### config.mk
export PLATFORM = sky130hd
export DESIGN_NAME = alu_unit
export DESIGN_NICKNAME = d
export VERILOG_FILES = /design/src/rtl/alu_pkg.sv /design/src/rtl/alu_addsub.sv /design/src/rtl/alu_unit.sv
export SDC_FILE = /design/constraint.sdc
export NUM_CORES = 1
export LEC_CHECK = 0
export ABC_AREA = 1
export BUFFER_PORTS_ARGS = -buffer_cell sky130_fd_sc_hd__buf_2
export CAP_MARGIN = 20
export CORE_ASPECT_RATIO = 1.25
export CORE_MARGIN = 8
export CORE_UTILIZATION = 33
export CTS_CLUSTER_DIAMETER = 50
export DETAILED_ROUTE_END_ITERATION = 8
export HOLD_SLACK_MARGIN = 0.1
export PLACE_DENSITY_LB_ADDON = 0.2
export SLEW_MARGIN = 20
export SYNTH_ARGS = -nofsm -noshare
export SYNTH_HDL_FRONTEND = slang
export SYNTH_SLANG_ARGS = --single-unit
### constraint.sdc
create_clock -name clk -period 4.9 [get_ports clk]
set_input_delay 0.98 -clock clk [delete_from_list [all_inputs] [get_ports clk]]
set_output_delay 0.98 -clock clk [all_outputs]
set_load 0.02 [all_outputs]
### src/rtl/alu_pkg.sv
// Shared constants for the execute-stage ALU: operation codes and default width.
// Extended codes are only decoded when ALU_EXT_OPS_EN is defined.
package alu_pkg;

  localparam int ALU_WIDTH = 32;

  localparam logic [3:0] OP_AND  = 4'b0000;
  localparam logic [3:0] OP_OR   = 4'b0001;
  localparam logic [3:0] OP_ADD  = 4'b0010;
  localparam logic [3:0] OP_XOR  = 4'b0011;
  localparam logic [3:0] OP_SLL  = 4'b0100;
  localparam logic [3:0] OP_SRL  = 4'b0101;
  localparam logic [3:0] OP_SUB  = 4'b0110;
  localparam logic [3:0] OP_SLT  = 4'b0111;
  localparam logic [3:0] OP_SRA  = 4'b1000;
  localparam logic [3:0] OP_SLTU = 4'b1001;
  localparam logic [3:0] OP_NOR  = 4'b1100;

endpackage

### src/rtl/alu_addsub.sv
// Shared WIDTH-bit adder/subtractor: sum, carry-out and two's-complement overflow.
// Subtraction is a + ~b + 1, so carry-out=1 means a >= b as unsigned values.
module alu_addsub #(
  parameter int WIDTH = 32
) (
  input  logic signed [WIDTH-1:0] a,
  input  logic signed [WIDTH-1:0] b,
  input  logic                    sub,
  output logic        [WIDTH-1:0] sum,
  output logic                    cout,
  output logic                    ovf
);

  logic [WIDTH-1:0] b_eff;

  assign b_eff       = sub ? ~b : b;
  assign {cout, sum} = {1'b0, a} + {1'b0, b_eff} + {{WIDTH{1'b0}}, sub};
  // Overflow when the effective addends agree in sign but the sum does not.
  assign ovf         = (a[WIDTH-1] == b_eff[WIDTH-1]) && (sum[WIDTH-1] != a[WIDTH-1]);

endmodule

### src/rtl/alu_unit.sv
// Registered integer ALU for the execute stage: one cycle latency, full throughput.
// Define ALU_EXT_OPS_EN to add XOR, SLL, SRL, SRA and SLTU; otherwise those codes are illegal.
module alu_unit
  import alu_pkg::*;
#(
  parameter int WIDTH = ALU_WIDTH
) (
  input  logic             clk,
  input  logic             rst,
  input  logic             in_valid,
  input  logic [WIDTH-1:0] in1,
  input  logic [WIDTH-1:0] in2,
  input  logic [3:0]       operation,
  output logic [WIDTH-1:0] out,
  output logic             zero,
  output logic             overflow,
  output logic             illegal,
  output logic             out_valid
);

  logic signed [WIDTH-1:0] in1_s;
  logic signed [WIDTH-1:0] in2_s;
  logic        [WIDTH-1:0] sum_p0;
  logic                    cout_p0;
  logic                    ovf_as_p0;
  logic                    sub_p0;
  logic                    slt_p0;
  logic        [WIDTH-1:0] res_p0;
  logic                    ovf_p0;
  logic                    ill_p0;
  logic                    zero_p0;

  logic        [WIDTH-1:0] res_p1;
  logic                    zero_p1;
  logic                    ovf_p1;
  logic                    ill_p1;
  logic                    vld_p1;

  assign in1_s = $signed(in1);
  assign in2_s = $signed(in2);

`ifdef ALU_EXT_OPS_EN
  localparam int SHW = (WIDTH > 2) ? $clog2(WIDTH) : 1;
  logic [SHW-1:0] shamt_p0;
  assign shamt_p0 = in2[SHW-1:0];
  assign sub_p0   = (operation == OP_SUB) || (operation == OP_SLT) || (operation == OP_SLTU);
`else
  logic unused_cout;
  assign unused_cout = cout_p0;
  assign sub_p0      = (operation == OP_SUB) || (operation == OP_SLT);
`endif

  alu_addsub #(.WIDTH(WIDTH)) u_addsub (
    .a    (in1_s),
    .b    (in2_s),
    .sub  (sub_p0),
    .sum  (sum_p0),
    .cout (cout_p0),
    .ovf  (ovf_as_p0)
  );

  // Sign of the difference corrected by overflow keeps SLT right at the extremes.
  assign slt_p0 = sum_p0[WIDTH-1] ^ ovf_as_p0;

  always_comb begin
    res_p0 = '0;
    ovf_p0 = 1'b0;
    ill_p0 = 1'b0;
    case (operation)
      OP_AND: res_p0 = in1 & in2;
      OP_OR:  res_p0 = in1 | in2;
      OP_ADD: begin
        res_p0 = sum_p0;
        ovf_p0 = ovf_as_p0;
      end
      OP_SUB: begin
        res_p0 = sum_p0;
        ovf_p0 = ovf_as_p0;
      end
      OP_SLT: res_p0 = {{(WIDTH-1){1'b0}}, slt_p0};
      OP_NOR: res_p0 = ~(in1 | in2);
`ifdef ALU_EXT_OPS_EN
      OP_XOR:  res_p0 = in1 ^ in2;
      OP_SLL:  res_p0 = in1 << shamt_p0;
      OP_SRL:  res_p0 = in1 >> shamt_p0;
      OP_SRA:  res_p0 = in1_s >>> shamt_p0;
      OP_SLTU: res_p0 = {{(WIDTH-1){1'b0}}, ~cout_p0};
`endif
      default: ill_p0 = 1'b1;
    endcase
  end

  assign zero_p0 = (res_p0 == '0);

  // ---- p0 -> p1: output registers ----
  always_ff @(posedge clk) begin
    if (rst) begin
      res_p1  <= '0;
      zero_p1 <= 1'b1;
      ovf_p1  <= 1'b0;
      ill_p1  <= 1'b0;
      vld_p1  <= 1'b0;
    end else begin
      vld_p1 <= in_valid;
      if (in_valid) begin
        res_p1  <= res_p0;
        zero_p1 <= zero_p0;
        ovf_p1  <= ovf_p0;
        ill_p1  <= ill_p0;
      end
    end
  end

  assign out       = res_p1;
  assign zero      = zero_p1;
  assign overflow  = ovf_p1;
  assign illegal   = ill_p1;
  assign out_valid = vld_p1;

endmodule

======== After elaboration in Yosys (flattened, before gate mapping) ========
Index checks and enable logic that the tools add are counted.
word-level totals
  register bits after elaboration ......... 36
  input port bits ......................... 71
  output and inout bits ................... 36
  word-level logic and storage cells ...... 29
cells by class
  $add $sub $neg .......................... 2
  eq/ne operators ......................... 7
  mux-type cells .......................... 4
  bitwise operators ....................... 5
  reductions and logical operators ........ 6
operators with widths
  operator                                                                count
  32-bit case mux with 5 select lines                                     1
  32-bit inverter                                                         2
  32-bit by 1-bit adder with 32-bit output                                1
  32-bit adder                                                            1
  32-bit AND                                                              1
  32-bit zero test                                                        1
  32-bit two-way mux                                                      1
  32-bit bitwise OR                                                       1
  4-bit by 3-bit equality test with 1-bit output (second input constant)  2
  6-bit OR reduction                                                      1
  4-bit by 1-bit equality test with 1-bit output (second input constant)  1
  4-bit by 2-bit equality test with 1-bit output (second input constant)  1
  4-bit equality test (second input constant)                             1
  4-bit zero test                                                         1
  1-bit two-way mux                                                       2
  2-bit OR reduction                                                      1
  1-bit equality test                                                     1
  1-bit logical AND                                                       1
  1-bit logical OR                                                        1
  1-bit != test                                                           1
  1-bit XOR                                                               1

======== Depth between registers and ports, before layout ========
  word-level depth ........................ 10
  mapped depth ............................ 26
  gate-level depth less buffers ........... 25

======== Cells and area by module ========
From an unflattened synthesis, not the netlist that was laid out.
second synthesis, totals
  cell total of the unflattened synthesis .. 971
  area, all modules ....................... 5408.9 sq um
by module, submodules not included
  module      instances  cells each  area each (sq um)  sequential area each (sq um)
  alu_unit    1          552         3062.9             720.7
  alu_addsub  1          419         2346.0             0.0

======== Worst setup path after synthesis ========
No wires, ideal clock.
  path type ............................... input to register
  start point ............................. input port operation[3]
  end point ............................... register zero_p1, in the netlist zero
  setup time .............................. 58 ps
  arrival ................................. 3380 ps
  required time ........................... 4842 ps
  slack ................................... 1462 ps
  stages on the path ...................... 22
  buffers on the path ..................... 1
  cell sequence ........................... inv_1 > nand3_2 > buf_1 > xor2_1 > fa_1 > inv_1 > nand3_1 > nand2_1 > nand2_1 > nand2_1 > nand2_1 > nand2_1 > a21oi_1 > o21ai_0 > nand2_1 > nor2_1 > nand2_1 > nor2_1 > nand2_1 > nor2_1 > nand2_1 > nand2_1
between the ends
  cells in the longest elaborated chain, start to end .. 10
  elaborated cells between the ends (all ways) .. 17
  those cells by class .................... add/sub: 2; eq/ne: 7; mux: 2; bitwise: 1; reduce/logical: 5
RTL lines
  item                                            line                            RTL
  from (decl)                                     alu_unit.sv:13                  input logic [3:0] operation,
  4-bit by 3-bit equality test with 1-bit output  alu_unit.sv:50, alu_unit.sv:69
  1-bit logical OR                                alu_unit.sv:50                  assign sub_p0 = (operation == OP_SUB) || (operation == OP_SLT);
  32-bit two-way mux                              alu_addsub.sv:16                assign b_eff = sub ? ~b : b;
  32-bit adder                                    alu_addsub.sv:17                assign {cout, sum} = {1'b0, a} + {1'b0, b_eff} + {{WIDTH{1'b0}}, sub};
  32-bit by 1-bit adder with 32-bit output        alu_addsub.sv:17
  1-bit != test                                   alu_addsub.sv:19                assign ovf = (a[WIDTH-1] == b_eff[WIDTH-1]) && (sum[WIDTH-1] != a[WIDTH-1]);
  1-bit logical AND                               alu_addsub.sv:19
  1-bit XOR                                       alu_unit.sv:63                  assign slt_p0 = sum_p0[WIDTH-1] ^ ovf_as_p0;
  32-bit case mux with 5 select lines *           alu_unit.sv:69                  case (operation)
  32-bit zero test *                              alu_unit.sv:93                  assign zero_p0 = (res_p0 == '0);
  to (signal assigned)                            alu_unit.sv:107                 zero_p1 <= zero_p0;
  to (decl)                                       alu_unit.sv:34                  logic zero_p1;
Every way passes the cells marked *; elsewhere a longest branch is shown, timed or not.
A chain may end at the register's enable or synchronous reset.

======== Final worst setup path ========
Same ends and word-level chain as after synthesis.

==> metrics.yaml <==
run_status:
  status: "completed"
cts:
  post_cts_buffers: 0
  tritoncts: "built"
  htree_levels: 2
  postCtsResizedCells: 0
  clockBufferDepth: 2
  cts_buffers: 5
  hold_buffers: 0
  path_clk_slew_ns: 0.05
  clock_latency_ns: 0.28
  cts_num_sinks: 36
  cts_root_buf: "clkbuf_16"
global_route:
  antenna_found_initial: 0
  grt_pass1_vias: 5872
  grt_start_max_net_pins: 41
  grt_pass1_wl_mm: 30.9
  grt_overflow_total: 0
  grt_usage_pct: 19.6
yosys:
  ys_seq_elements: 36
  yosys_warnings: 0
  synth_area_sq_um: 5090
  syn_avg_cell_area_sq_um: 5.56
  synth_edf_count: 0
  yosysTopAreaCell: "nand2_1"
  synthDistinctLibCells: 35
  seq_area_frac_synth_pct: 14.2
  async_flop_share_pct: 0
  synth_area_leaders: "nand2_1, dfxtp_1, inv_1, ha_1, nand3_1"
  synthesis.nets: 1025
  synthTopCellsByCount: "nand2_1, inv_1, nor2_1, nand3_1, o21ai_0"
  yosysMostFrequentCell: "nand2_1"
  yosysTopAreaCellShare_pct: 18.3
  synth-main-ff-cell: "dfxtp_1"
  syn_inst: 915
detailed_routing:
  drtIter0Drc: 472
  num_vias: 6160
  drt_pass1_iterations: 5
  drcViolationCount: 0
  vias_per_cell: 5.16
  postRouteAntennaNets: 0
  wl_per_cell_um: 16.4
  wl_mm: 19.6
floorplan:
  die_y_um: 155
  rows: 50
  boundaryPins: 107
  start_util_pct: 33.9
  die-area_sq_um: 19700
  die_w_um: 127
  core_area_sq_um: 15000
critical_path:
  cp_data_arrival_time_ns: 4.09
  reg2regPathDepth: 2
  crit_fanout: 22
  critPathKind: "in2reg"
  setup.worst_path.start_class: "primary input"
  cp.required_ns: 5.12
  endpoint_kind: "flip-flop"
power:
  powerDensity_nw_per_um2: 217
  p_leak_nw: 3.25
  ir_drop_v: 0.000145
  total_power_mw: 1.29
cells_and_area:
  antennaDiodeCount: 0
  finalNetCount: 1120
  regArea_sq_um: 721
  drive_above_1_share_pct: 12.7
  multi_input_area_sq_um: 3710
  area_growth_pct: 17.0
  num-fill-cells: 1720
  utilization_pct: 39.6
placed_design:
  io_buffers: 106
  dp_hpwl_mm: 16.2
  place_congestion: 0.913
  pre_cts_ws_ns: 0.789
timing:
  slew_headroom_pct: 37.4
  fin_ws_ns: 1.04
  rsz0062_at_grt: "false"
  min_period_ns: 3.86
  tns_ns: 0
  slew_violations: 0
  tightest_slew_ns: 0.939
  fmax_mhz: 259
  fin_crit_sh_pct: 78.9
  fin_skew_ns: 0
  setup_viol: 0
  hold_viol_final: 0
min_path:
  hp-class: "reg2reg"
  whs_path_depth: 2
flow_run:
  maxCapViolations: 0
-- routing by layer --
metal  share of wire (%)  vias up  routed length [um]  global-route usage [%]
met5                   0        -                   0                       0
met4                 4.1        0                 800                    7.89
met3                 5.7       40                1110                    2.86
met2                  47      202                9260                    34.1
met1                  43     2746                8410                    23.6
li1                    -     3172                   -                       -
-- where the power goes --
group | switching (mW) | internal, mW | leakage (nW)
clock network | 0.118 | 0.239 | 0.0808
registers | 0.00868 | 0.310 | 0.296
logic | 0.411 | 0.206 | 2.87
total | 0.538 | 0.755 | 3.25
-- logic make-up after synthesis --
kind of cell             after synthesis  synth area share, %
adder cells (fa/ha/maj)               39                 9.74
buffers and inverters                172                 12.9
XOR/XNOR                              31                 5.34
flip-flops                            36                 14.2
AND/OR/NAND/NOR                      474                 39.8
AO/OA/AOI/OAI                        163                 18.0
-- metrics by stage --
step	hold slack, ns	area [sq um]	instances
global placement	0.460	5790	1185
CTS	0.473	5950	1193
global route	0.497	5950	1193
floorplan	0.539	5090	915
finish	0.465	5950	1193
detailed placement	0.464	5790	1185
-- state kept, by name, indices dropped and copies added (netlist names) --
signal,count
out_valid,1
out,32
illegal,1
overflow,1
zero,1
-- area by class of cell --
class,count,area share [%]
clock inverters,2,0.589
clock buffers,6,2.17
multi-input cells,707,62.3
inverters,151,9.52
flip-flops and latches,36,12.1
well taps,182,3.83
repair buffers,109,9.50
-- critical path, stage by stage --
cell and delay (ns):
buf_2 0.11, inv_1 0.09, nand3_2 0.36, buf_12 0.33, xor2_1 0.15, inv_1 0.06
ha_1 0.37, nand2_1 0.12, nor2_1 0.14, nand2_1 0.08, nand3_1 0.10, nand2_1 0.10
nand2_1 0.12, nand2_1 0.06, nand2_1 0.06, nor2_1 0.04, nor2_1 0.26, nand2_1 0.08
nor2_1 0.10, nand2_1 0.05, nor2_1 0.09, nand2_1 0.05, nor2_1 0.08, nand2_1 0.05
nand2_1 0.04
-- worst paths after layout --
check,from,to,slack (ns)
max,operation[3],zero,1.04
min,illegal,illegal,0.47
max reg2reg,out[24],out[24],4.17
min reg2reg,illegal,illegal,0.47
-- placed cells by master (no fill, tap or decap), types with 26 or more instances in the layout --
master and instances:
a21oi_1 39, a31oi_1 37, buf_2 106, dfxtp_1 36, ha_1 38, inv_1 146, nand2_1 248, nand3_1 75
nor2_1 90, nor3_1 26, o21ai_0 65, xor2_1 31
No activity file was read; power rests on OpenSTA's default activity.
